`config.mk`:
```
export PLATFORM = sky130hd
export DESIGN_NAME = onchip_mem_arbiter
export DESIGN_NICKNAME = d
export VERILOG_FILES = /design/src/rtl/onchip_arb_pkg.sv /design/src/rtl/onchip_arb_rr.sv /design/src/rtl/onchip_mem_arbiter.sv
export SDC_FILE = /design/constraint.sdc
export NUM_CORES = 1
export LEC_CHECK = 0
export BUFFER_PORTS_ARGS = -buffer_cell sky130_fd_sc_hd__buf_2
export CAP_MARGIN = 10
export CORE_AREA = 2 2 97 99
export CTS_CLUSTER_SIZE = 40
export DETAILED_ROUTE_END_ITERATION = 16
export DIE_AREA = 0 0 99 101
export SETUP_SLACK_MARGIN = 0.4
export SLEW_MARGIN = 20
export SYNTH_ARGS = -nofsm -noshare
export SYNTH_HDL_FRONTEND = slang
export SYNTH_HIERARCHICAL = 1
export SYNTH_SLANG_ARGS = --single-unit
```
`constraint.sdc`:
```
create_clock -name clk -period 6.6 [get_ports clk]
set_input_delay 1.32 -clock clk [delete_from_list [all_inputs] [get_ports clk]]
set_output_delay 1.32 -clock clk [all_outputs]
set_load 0.01 [all_outputs]
```
`src/rtl/onchip_arb_pkg.sv`:
```
// Shared widths and FSM encoding for the two-master on-chip memory arbiter.
// Optional feature macro: ONCHIP_ARB_FIXED_PRIO_EN (see onchip_arb_rr).
package onchip_arb_pkg;

    localparam int ADDR_W = 10;
    localparam int DATA_W = 32;
    localparam int BE_W   = 4;
    // Wide enough for the largest legal BURST_MAX (15).
    localparam int HOLD_W = 4;

    typedef enum logic [1:0] {
        ST_IDLE = 2'd0,
        ST_OWN0 = 2'd1,
        ST_OWN1 = 2'd2
    } arb_state_t;

    // Ownership state that corresponds to granting master 'sel' (0 or 1).
    function automatic arb_state_t owner_state(input logic sel);
        return sel ? ST_OWN1 : ST_OWN0;
    endfunction

endpackage

```
`src/rtl/onchip_arb_rr.sv`:
```
// Two-way grant picker for onchip_mem_arbiter.
// Default build: round-robin with a per-owner hold counter capped at BURST_MAX.
// With ONCHIP_ARB_FIXED_PRIO_EN defined: m0 always wins contention and the
// hold counter is not built.
module onchip_arb_rr
    import onchip_arb_pkg::*;
#(
    parameter int unsigned BURST_MAX = 4
)
(
    input  logic clk,
    input  logic reset_n,
    input  logic req0,
    input  logic req1,
    output logic grant0,
    output logic grant1
);

    arb_state_t state_q;
    arb_state_t state_d;
    logic       last_q;       // master granted most recently (1 = m1)
    logic       pick_valid;   // some master is granted this cycle
    logic       pick_sel;     // which master is granted (1 = m1)

    // FSM state register and last-grant memory; last-grant resets to m1 so m0 wins first
    always_ff @(posedge clk or negedge reset_n) begin
        if (!reset_n) begin
            state_q <= ST_IDLE;
            last_q  <= 1'b1;
        end else begin
            state_q <= state_d;
            if (pick_valid) begin
                last_q <= pick_sel;
            end
        end
    end

`ifdef ONCHIP_ARB_FIXED_PRIO_EN

    // Fixed priority: m1 is served only while m0 is idle
    always_comb begin
        pick_valid = req0 | req1;
        pick_sel   = ~req0;
    end

`else

    logic [HOLD_W-1:0] hold_q;
    logic [HOLD_W-1:0] hold_d;
    logic              hold_done;
    logic              same_owner;

    assign hold_done  = (hold_q >= HOLD_W'(BURST_MAX));
    assign same_owner = (state_q == owner_state(pick_sel));

    // Round-robin pick: current owner keeps the grant until its hold expires
    always_comb begin
        pick_valid = req0 | req1;
        pick_sel   = req1;
        if (req0 && req1) begin
            case (state_q)
                ST_OWN0: pick_sel = hold_done;
                ST_OWN1: pick_sel = ~hold_done;
                default: pick_sel = ~last_q;
            endcase
        end
    end

    // Hold count for the next cycle: counts grants of the current tenure, saturating
    always_comb begin
        hold_d = '0;
        if (pick_valid) begin
            if (same_owner) begin
                hold_d = hold_done ? hold_q : hold_q + HOLD_W'(1);
            end else begin
                // A new tenure restarts the count; this cycle's grant is its first.
                hold_d = HOLD_W'(1);
            end
        end
    end

    // Hold counter register
    always_ff @(posedge clk or negedge reset_n) begin
        if (!reset_n) begin
            hold_q <= '0;
        end else begin
            hold_q <= hold_d;
        end
    end

`endif

    // Next-state logic: follow the granted master, drop to IDLE when nobody asks
    always_comb begin
        state_d = ST_IDLE;
        if (pick_valid) begin
            state_d = owner_state(pick_sel);
        end
    end

    // Grant outputs: one-hot pick, suppressed while reset is asserted
    always_comb begin
        grant0 = reset_n & pick_valid & ~pick_sel;
        grant1 = reset_n & pick_valid &  pick_sel;
    end

endmodule

```
`src/rtl/onchip_mem_arbiter.sv`:
```
// Arbitrates two Avalon-MM style masters onto one single-port on-chip RAM.
// Grant selection lives in onchip_arb_rr; this level muxes the memory bus and
// routes the one-cycle-late read data back to the master that issued it.
// Optional feature macro: ONCHIP_ARB_FIXED_PRIO_EN (fixed m0 priority).
module onchip_mem_arbiter
    import onchip_arb_pkg::*;
#(
    parameter int unsigned BURST_MAX = 4
)
(
    input  logic              clk,
    input  logic              reset_n,

    input  logic [ADDR_W-1:0] m0_address,
    input  logic [BE_W-1:0]   m0_byteenable,
    input  logic              m0_read,
    input  logic              m0_write,
    input  logic [DATA_W-1:0] m0_writedata,
    output logic              m0_waitrequest,
    output logic [DATA_W-1:0] m0_readdata,
    output logic              m0_readdatavalid,

    input  logic [ADDR_W-1:0] m1_address,
    input  logic [BE_W-1:0]   m1_byteenable,
    input  logic              m1_read,
    input  logic              m1_write,
    input  logic [DATA_W-1:0] m1_writedata,
    output logic              m1_waitrequest,
    output logic [DATA_W-1:0] m1_readdata,
    output logic              m1_readdatavalid,

    output logic [ADDR_W-1:0] mem_address,
    output logic [BE_W-1:0]   mem_byteenable,
    output logic              mem_chipselect,
    output logic              mem_write,
    output logic [DATA_W-1:0] mem_writedata,
    output logic              mem_clken,
    input  logic [DATA_W-1:0] mem_readdata
);

    logic req0;
    logic req1;
    logic grant0;
    logic grant1;
    logic rd_accept;
    logic rd_pend_q;
    logic rd_owner_q;

    assign req0      = m0_read | m0_write;
    assign req1      = m1_read | m1_write;
    assign mem_clken = 1'b1;

    onchip_arb_rr #(
        .BURST_MAX (BURST_MAX)
    ) u_rr (
        .clk     (clk),
        .reset_n (reset_n),
        .req0    (req0),
        .req1    (req1),
        .grant0  (grant0),
        .grant1  (grant1)
    );

    // Stall any requesting master that is not granted this cycle
    always_comb begin
        m0_waitrequest = req0 & ~grant0;
        m1_waitrequest = req1 & ~grant1;
    end

    // Memory-side mux: granted master drives the RAM; write wins over read
    always_comb begin
        mem_address    = '0;
        mem_byteenable = '0;
        mem_writedata  = '0;
        mem_write      = 1'b0;
        mem_chipselect = grant0 | grant1;
        if (grant1) begin
            mem_address    = m1_address;
            mem_byteenable = m1_byteenable;
            mem_writedata  = m1_writedata;
            mem_write      = m1_write;
        end else if (grant0) begin
            mem_address    = m0_address;
            mem_byteenable = m0_byteenable;
            mem_writedata  = m0_writedata;
            mem_write      = m0_write;
        end
    end

    assign rd_accept = (grant0 & ~m0_write) | (grant1 & ~m1_write);

    // Read-pending register: remembers an accepted read and its owner for one cycle
    always_ff @(posedge clk or negedge reset_n) begin
        if (!reset_n) begin
            rd_pend_q  <= 1'b0;
            rd_owner_q <= 1'b0;
        end else begin
            rd_pend_q  <= rd_accept;
            rd_owner_q <= grant1;
        end
    end

    // Read return: RAM output goes only to the owner, zero otherwise
    always_comb begin
        m0_readdatavalid = rd_pend_q & ~rd_owner_q;
        m1_readdatavalid = rd_pend_q &  rd_owner_q;
        m0_readdata      = m0_readdatavalid ? mem_readdata : '0;
        m1_readdata      = m1_readdatavalid ? mem_readdata : '0;
    end

endmodule

```
### Word level (Yosys, flattened, before mapping)

Index checks and enable logic that the tools add are counted.

* add/sub/neg operators: 1
* multiply operators: 0
* div/mod/pow operators: 0
* $lt $le $gt $ge: 1
* equality and inequality tests: 4
* shifts and indexed selects: 0
* multiplexer cells: 17
* bitwise gates (word level): 22
* reduce and logical (&&, ||, !) cells: 1

Operator list (number)
* 32-bit two-way mux: 4
* 10-bit two-way mux: 2
* 4-bit two-way mux: 5
* 1-bit bitwise AND: 9
* 1-bit NOT: 8
* 1-bit bitwise OR: 5
* 4-bit by 1-bit adder with 4-bit output (second input constant): 1
* 4-bit by 3-bit greater-or-equal comparator with 1-bit output (second input constant): 1
* 2-bit two-way mux: 2
* 1-bit two-way mux: 3
* 3-bit inequality test (second input constant): 1
* 2-bit by 1-bit equality test with 1-bit output (second input constant): 1
* 2-bit equality test: 1
* 2-bit equality test (second input constant): 1
* 1-bit one-hot mux with 2 select lines: 1
* 1-bit logical AND: 1

* register bits after elaboration: 9
* bits in latches: 0
* bits in writable memories: 0
* bits in read-only memories: 0
* input bits: 130
* output and inout port bits: 117
* word-level logic and storage cells: 51
* memories: 0

### Longest topological paths before layout

* depth after elaboration: 8
* mapped depth: 10
* depth with buffers taken out: 8

### Hierarchy

Netlist, hierarchy kept.

Modules (own cells, without submodules)
* onchip_mem_arbiter: instances 1, cells each 147, area an instance 1092.3 µm², seq. area each 50.0 µm²
* onchip_arb_rr: instances 1, cells each 44, area an instance 434.2 µm², seq. area each 176.4 µm²

### Worst setup path before layout

No wires, ideal clock.

* path kind: input port to output port
* start: input m1_write
* end: output mem_writedata[21]
* data arrival time: 2.592 ns
* data required time: 5.280 ns
* setup slack: 2.688 ns
* stages: 6
* buffers on the path: 2
* path through: or2_2 a21boi_2 and2_1 buf_2 buf_6 a22o_1

* elaborated cells on any way between the ends: 10
* those cells by class: mux (3); bitwise (6); reduce/logical (1)

RTL lines
* from (decl): line onchip_mem_arbiter.sv:26 `input logic m1_write,`
* 1-bit bitwise OR *: line onchip_mem_arbiter.sv:50 `assign req1 = m1_read | m1_write;`
* 1-bit bitwise OR / 1-bit logical AND (equally long branches): line onchip_arb_rr.sv:58, onchip_arb_rr.sv:60
* 1-bit bitwise AND / 1-bit two-way mux (equally long branches): line onchip_arb_rr.sv:104, onchip_arb_rr.sv:60
* 1-bit bitwise AND *: line onchip_arb_rr.sv:104 `grant1 = reset_n & pick_valid & pick_sel;`
* named net grant1: line onchip_mem_arbiter.sv:44 `logic grant1;`
* 32-bit two-way mux *: line onchip_mem_arbiter.sv:77 `if (grant1) begin`
* to (decl): line onchip_mem_arbiter.sv:36 `output logic [DATA_W-1:0] mem_writedata,`

The timed path passes the listed nets; every way through them passes the cells marked *.

### Final worst setup path

* start: input m1_write
* end: output mem_writedata[28]

* elaborated cells on any way between the ends: 10
* those cells by class: mux (3); bitwise (6); reduce/logical (1)

RTL lines
* 1-bit bitwise OR *: line onchip_mem_arbiter.sv:50
* named net req1: line onchip_mem_arbiter.sv:42 `logic req1;`
* 1-bit bitwise OR / 1-bit logical AND (equally long branches): line onchip_arb_rr.sv:58, onchip_arb_rr.sv:60
* 1-bit bitwise AND / 1-bit two-way mux (equally long branches): line onchip_arb_rr.sv:104, onchip_arb_rr.sv:60
* 1-bit bitwise AND *: line onchip_arb_rr.sv:104
* named net grant1: line onchip_mem_arbiter.sv:44
* 32-bit two-way mux *: line onchip_mem_arbiter.sv:77

Marked as above.

==> reports/metrics.yaml <==
die_w_um: 99
synth.distinct_cells: 39
end_kind: "primary output"
cts_tree: "built"
num_vias: 2406
power.density_nw_per_um2: 320
antenna_left: 0
hold_depth: 1
drive_gt1_share_pct: 61.4
dieHeight_um: 101
total_power_w: 0.000894
crit_start: "m1_write"
path_class: "input port to primary output"
critPathRequiredTime_ns: 5.28
grt_max_degree: 52
clk_pin_slew_ns: 0.04
fin_ws_ns: 1.49
dp_hpwl_mm: 6.28
synth_edf_count: 0
period_needed_ns: 5.11
post_cts_buffers: 0
ys.warnings.count: 6
synth-seq-cells: 9
worstHoldPathType: "flop to flop"
synth_cells: 191
diodes: 0
fmax_mhz: 196
grt_antenna_before_repair: 0
layout.nets: 554
drtPass1Iterations: 4
port_buffers: 245
fin_tns_setup_ns: 0
fin_hold_ws_ns: 0.518
cts-hold-fix-buffers: 0
syn_nets: 324
grt_pass1_wl_mm: 10.4
relSlewSlack_pct: 36.1
htree_levels: 1
clockBufferDepth: 2
r2r_slack_ns: 4.00
r2r-end: "rd_pend_q$_DFF_PN0_"
syn_to_final_growth_pct: 82.9
initial_utilization_pct: 17.0
io_pins: 247
die_area_sq_um: 10000
clk_latency_ns: 0.23
placed_cells_incl_taps: 527
final_cells: 531
numClockSinks: 9
rsz0062_at_grt: "false"
slew_violations: 0
multiInputGateArea_sq_um: 1130
synth-seq-area-share_pct: 14.8
start_kind: "input port"
yosysTopAreaCellShare_pct: 26.4
final_cell_mix: "245 x buf_2, 46 x a22o_1, 35 x and2_1"
outcome: "completed"
root_buffer: "clkbuf_8"
regArea_sq_um: 226
yosysTopAreaCell: "a22o_1"
synth-async-reset-ratio_pct: 100
p_leak_nw: 1.85
place_congestion: 0.814
post_drt_wl_per_cell_um: 14.0
routed_wl_mm: 7.41
critPathArrivalTime_ns: 3.79
cts_resized: 0
final_common_cell: "buf_2"
drcViolationCount: 0
vias_per_cell: 4.53
drtIter0Drc: 50
ir_worst_vdd_mv: 0.165
worstMarginPinSlew_ns: 0.956
critPathCapture: "mem_writedata[28]"
synth_area_sq_um: 1530
cp_max_fo: 51
r2r-start: "u_rr/state_q[0]$_DFF_PN0_"
synth_flop_cell: "dfrtp_1"
rows: 35
hold_viol_final: 0
r2r_cells: 8
ys_top_cells_by_area: "a22o_1 26%, and2_1 15%, and3_1 13%, dfrtp_1 13%, buf_6 6.6%"
nFillCells: 967
pre_cts_slack_ns: 1.50
finalClockSkew_ns: 0.000530
gr-total-overflow: 0
min_period_over_period_pct: 77.4
core_area_sq_um: 8980
grt_pass1_vias: 2181
postSynthAreaPerCell_sq_um: 7.99
maxCapViolCount: 0
grt.total_usage_pct: 12.8
finalSetupViolations: 0
cts_buffers: 3
==> layer usage <==
metal | part of all wire (%) | wire [um] | vias up | global-route usage (%)
met5 | 0 | 0 | - | 0
met4 | 0.78 | 58 | 0 | 2.95
met3 | 11 | 795 | 4 | 1.32
met2 | 50 | 3720 | 176 | 23.4
met1 | 38 | 2840 | 1061 | 16.1
li1 | - | - | 1165 | -
==> cell type report <==
class / count / area share [%]
Sequential cell: 9 / 8.11
Inverter: 6 / 0.807
Timing Repair Buffer: 245 / 43.9
Tap cell: 111 / 4.98
Clock buffer: 4 / 1.61
Multi-Input combinational cell: 156 / 40.6
==> worst max-delay path: stages <==
cell	delay, ns
buf_2	0.11
or2_2	0.36
a21boi_2	0.20
and2_2	0.52
nor2b_4	0.87
a22o_1	0.25
buf_2	0.14
==> metrics by stage <==
| step | cell area [sq um] | utilization (%) |
|---|---|---|
| floorplan | 1530 | - |
| global placement | 2750 | 30.6 |
| detailed placement | 2750 | 30.6 |
| CTS | 2790 | 31.1 |
| global route | 2790 | 31.1 |
| finish | 2790 | 31.1 |
==> sequential cells by signal (all words and copies together) (netlist names) <==
register and count:
u_rr/state_q 2, rd_pend_q 1, rd_owner_q 1, u_rr/hold_q 4, u_rr/last_q 1
==> synthesized netlist by cell type (2+ instances only) <==
cell       n
a21oi_1    4
and2_1    36
clkbuf_1   6
nor3b_1    3
nor3_1     2
dfrtp_1    8
buf_6      9
o21ai_0    2
and3_1    32
a22o_1    46
nor2_1     2
ha_1       3
nand2_1    4
mux2i_1    2
buf_2      4
inv_1      5
==> worst min path at each step <==
stage	start	endpoint
2_1_floorplan	u_rr/last_q$_DFFE_PN1N_	u_rr/last_q$_DFFE_PN1N_
3_3_place_gp	u_rr/last_q$_DFFE_PN1N_	u_rr/last_q$_DFFE_PN1N_
3_5_place_dp	u_rr/last_q$_DFFE_PN1N_	u_rr/last_q$_DFFE_PN1N_
4_1_cts	u_rr/last_q$_DFFE_PN1N_	u_rr/last_q$_DFFE_PN1N_
5_1_grt	u_rr/last_q$_DFFE_PN1N_	u_rr/last_q$_DFFE_PN1N_
6_report	u_rr/last_q$_DFFE_PN1N_	u_rr/last_q$_DFFE_PN1N_
==> report_power, final <==
part	total, W	internal (W)	switching (W)
combinational	0.000700	0.000323	0.000377
sequential	0.000131	0.0000780	0.0000534
clock	0.0000628	0.0000420	0.0000208
total	0.000894	0.000443	0.000451
==> logic make-up (layout without fill, tap and decap cells) <==
group                    after synthesis  in the layout  share of synthesized area [%]
AO/OA/AOI/OAI                         60             60                           32.9
adder cells (fa/ha/maj)                3              3                           2.46
buffers and inverters                 26            255                           11.4
flip-flops                             9              9                           14.8
multiplexers                           2              2                           1.31
other                                  1              1                          0.246
AND/OR/NAND/NOR                       90             90                           36.9
No activity file was read; power rests on OpenSTA's default activity.
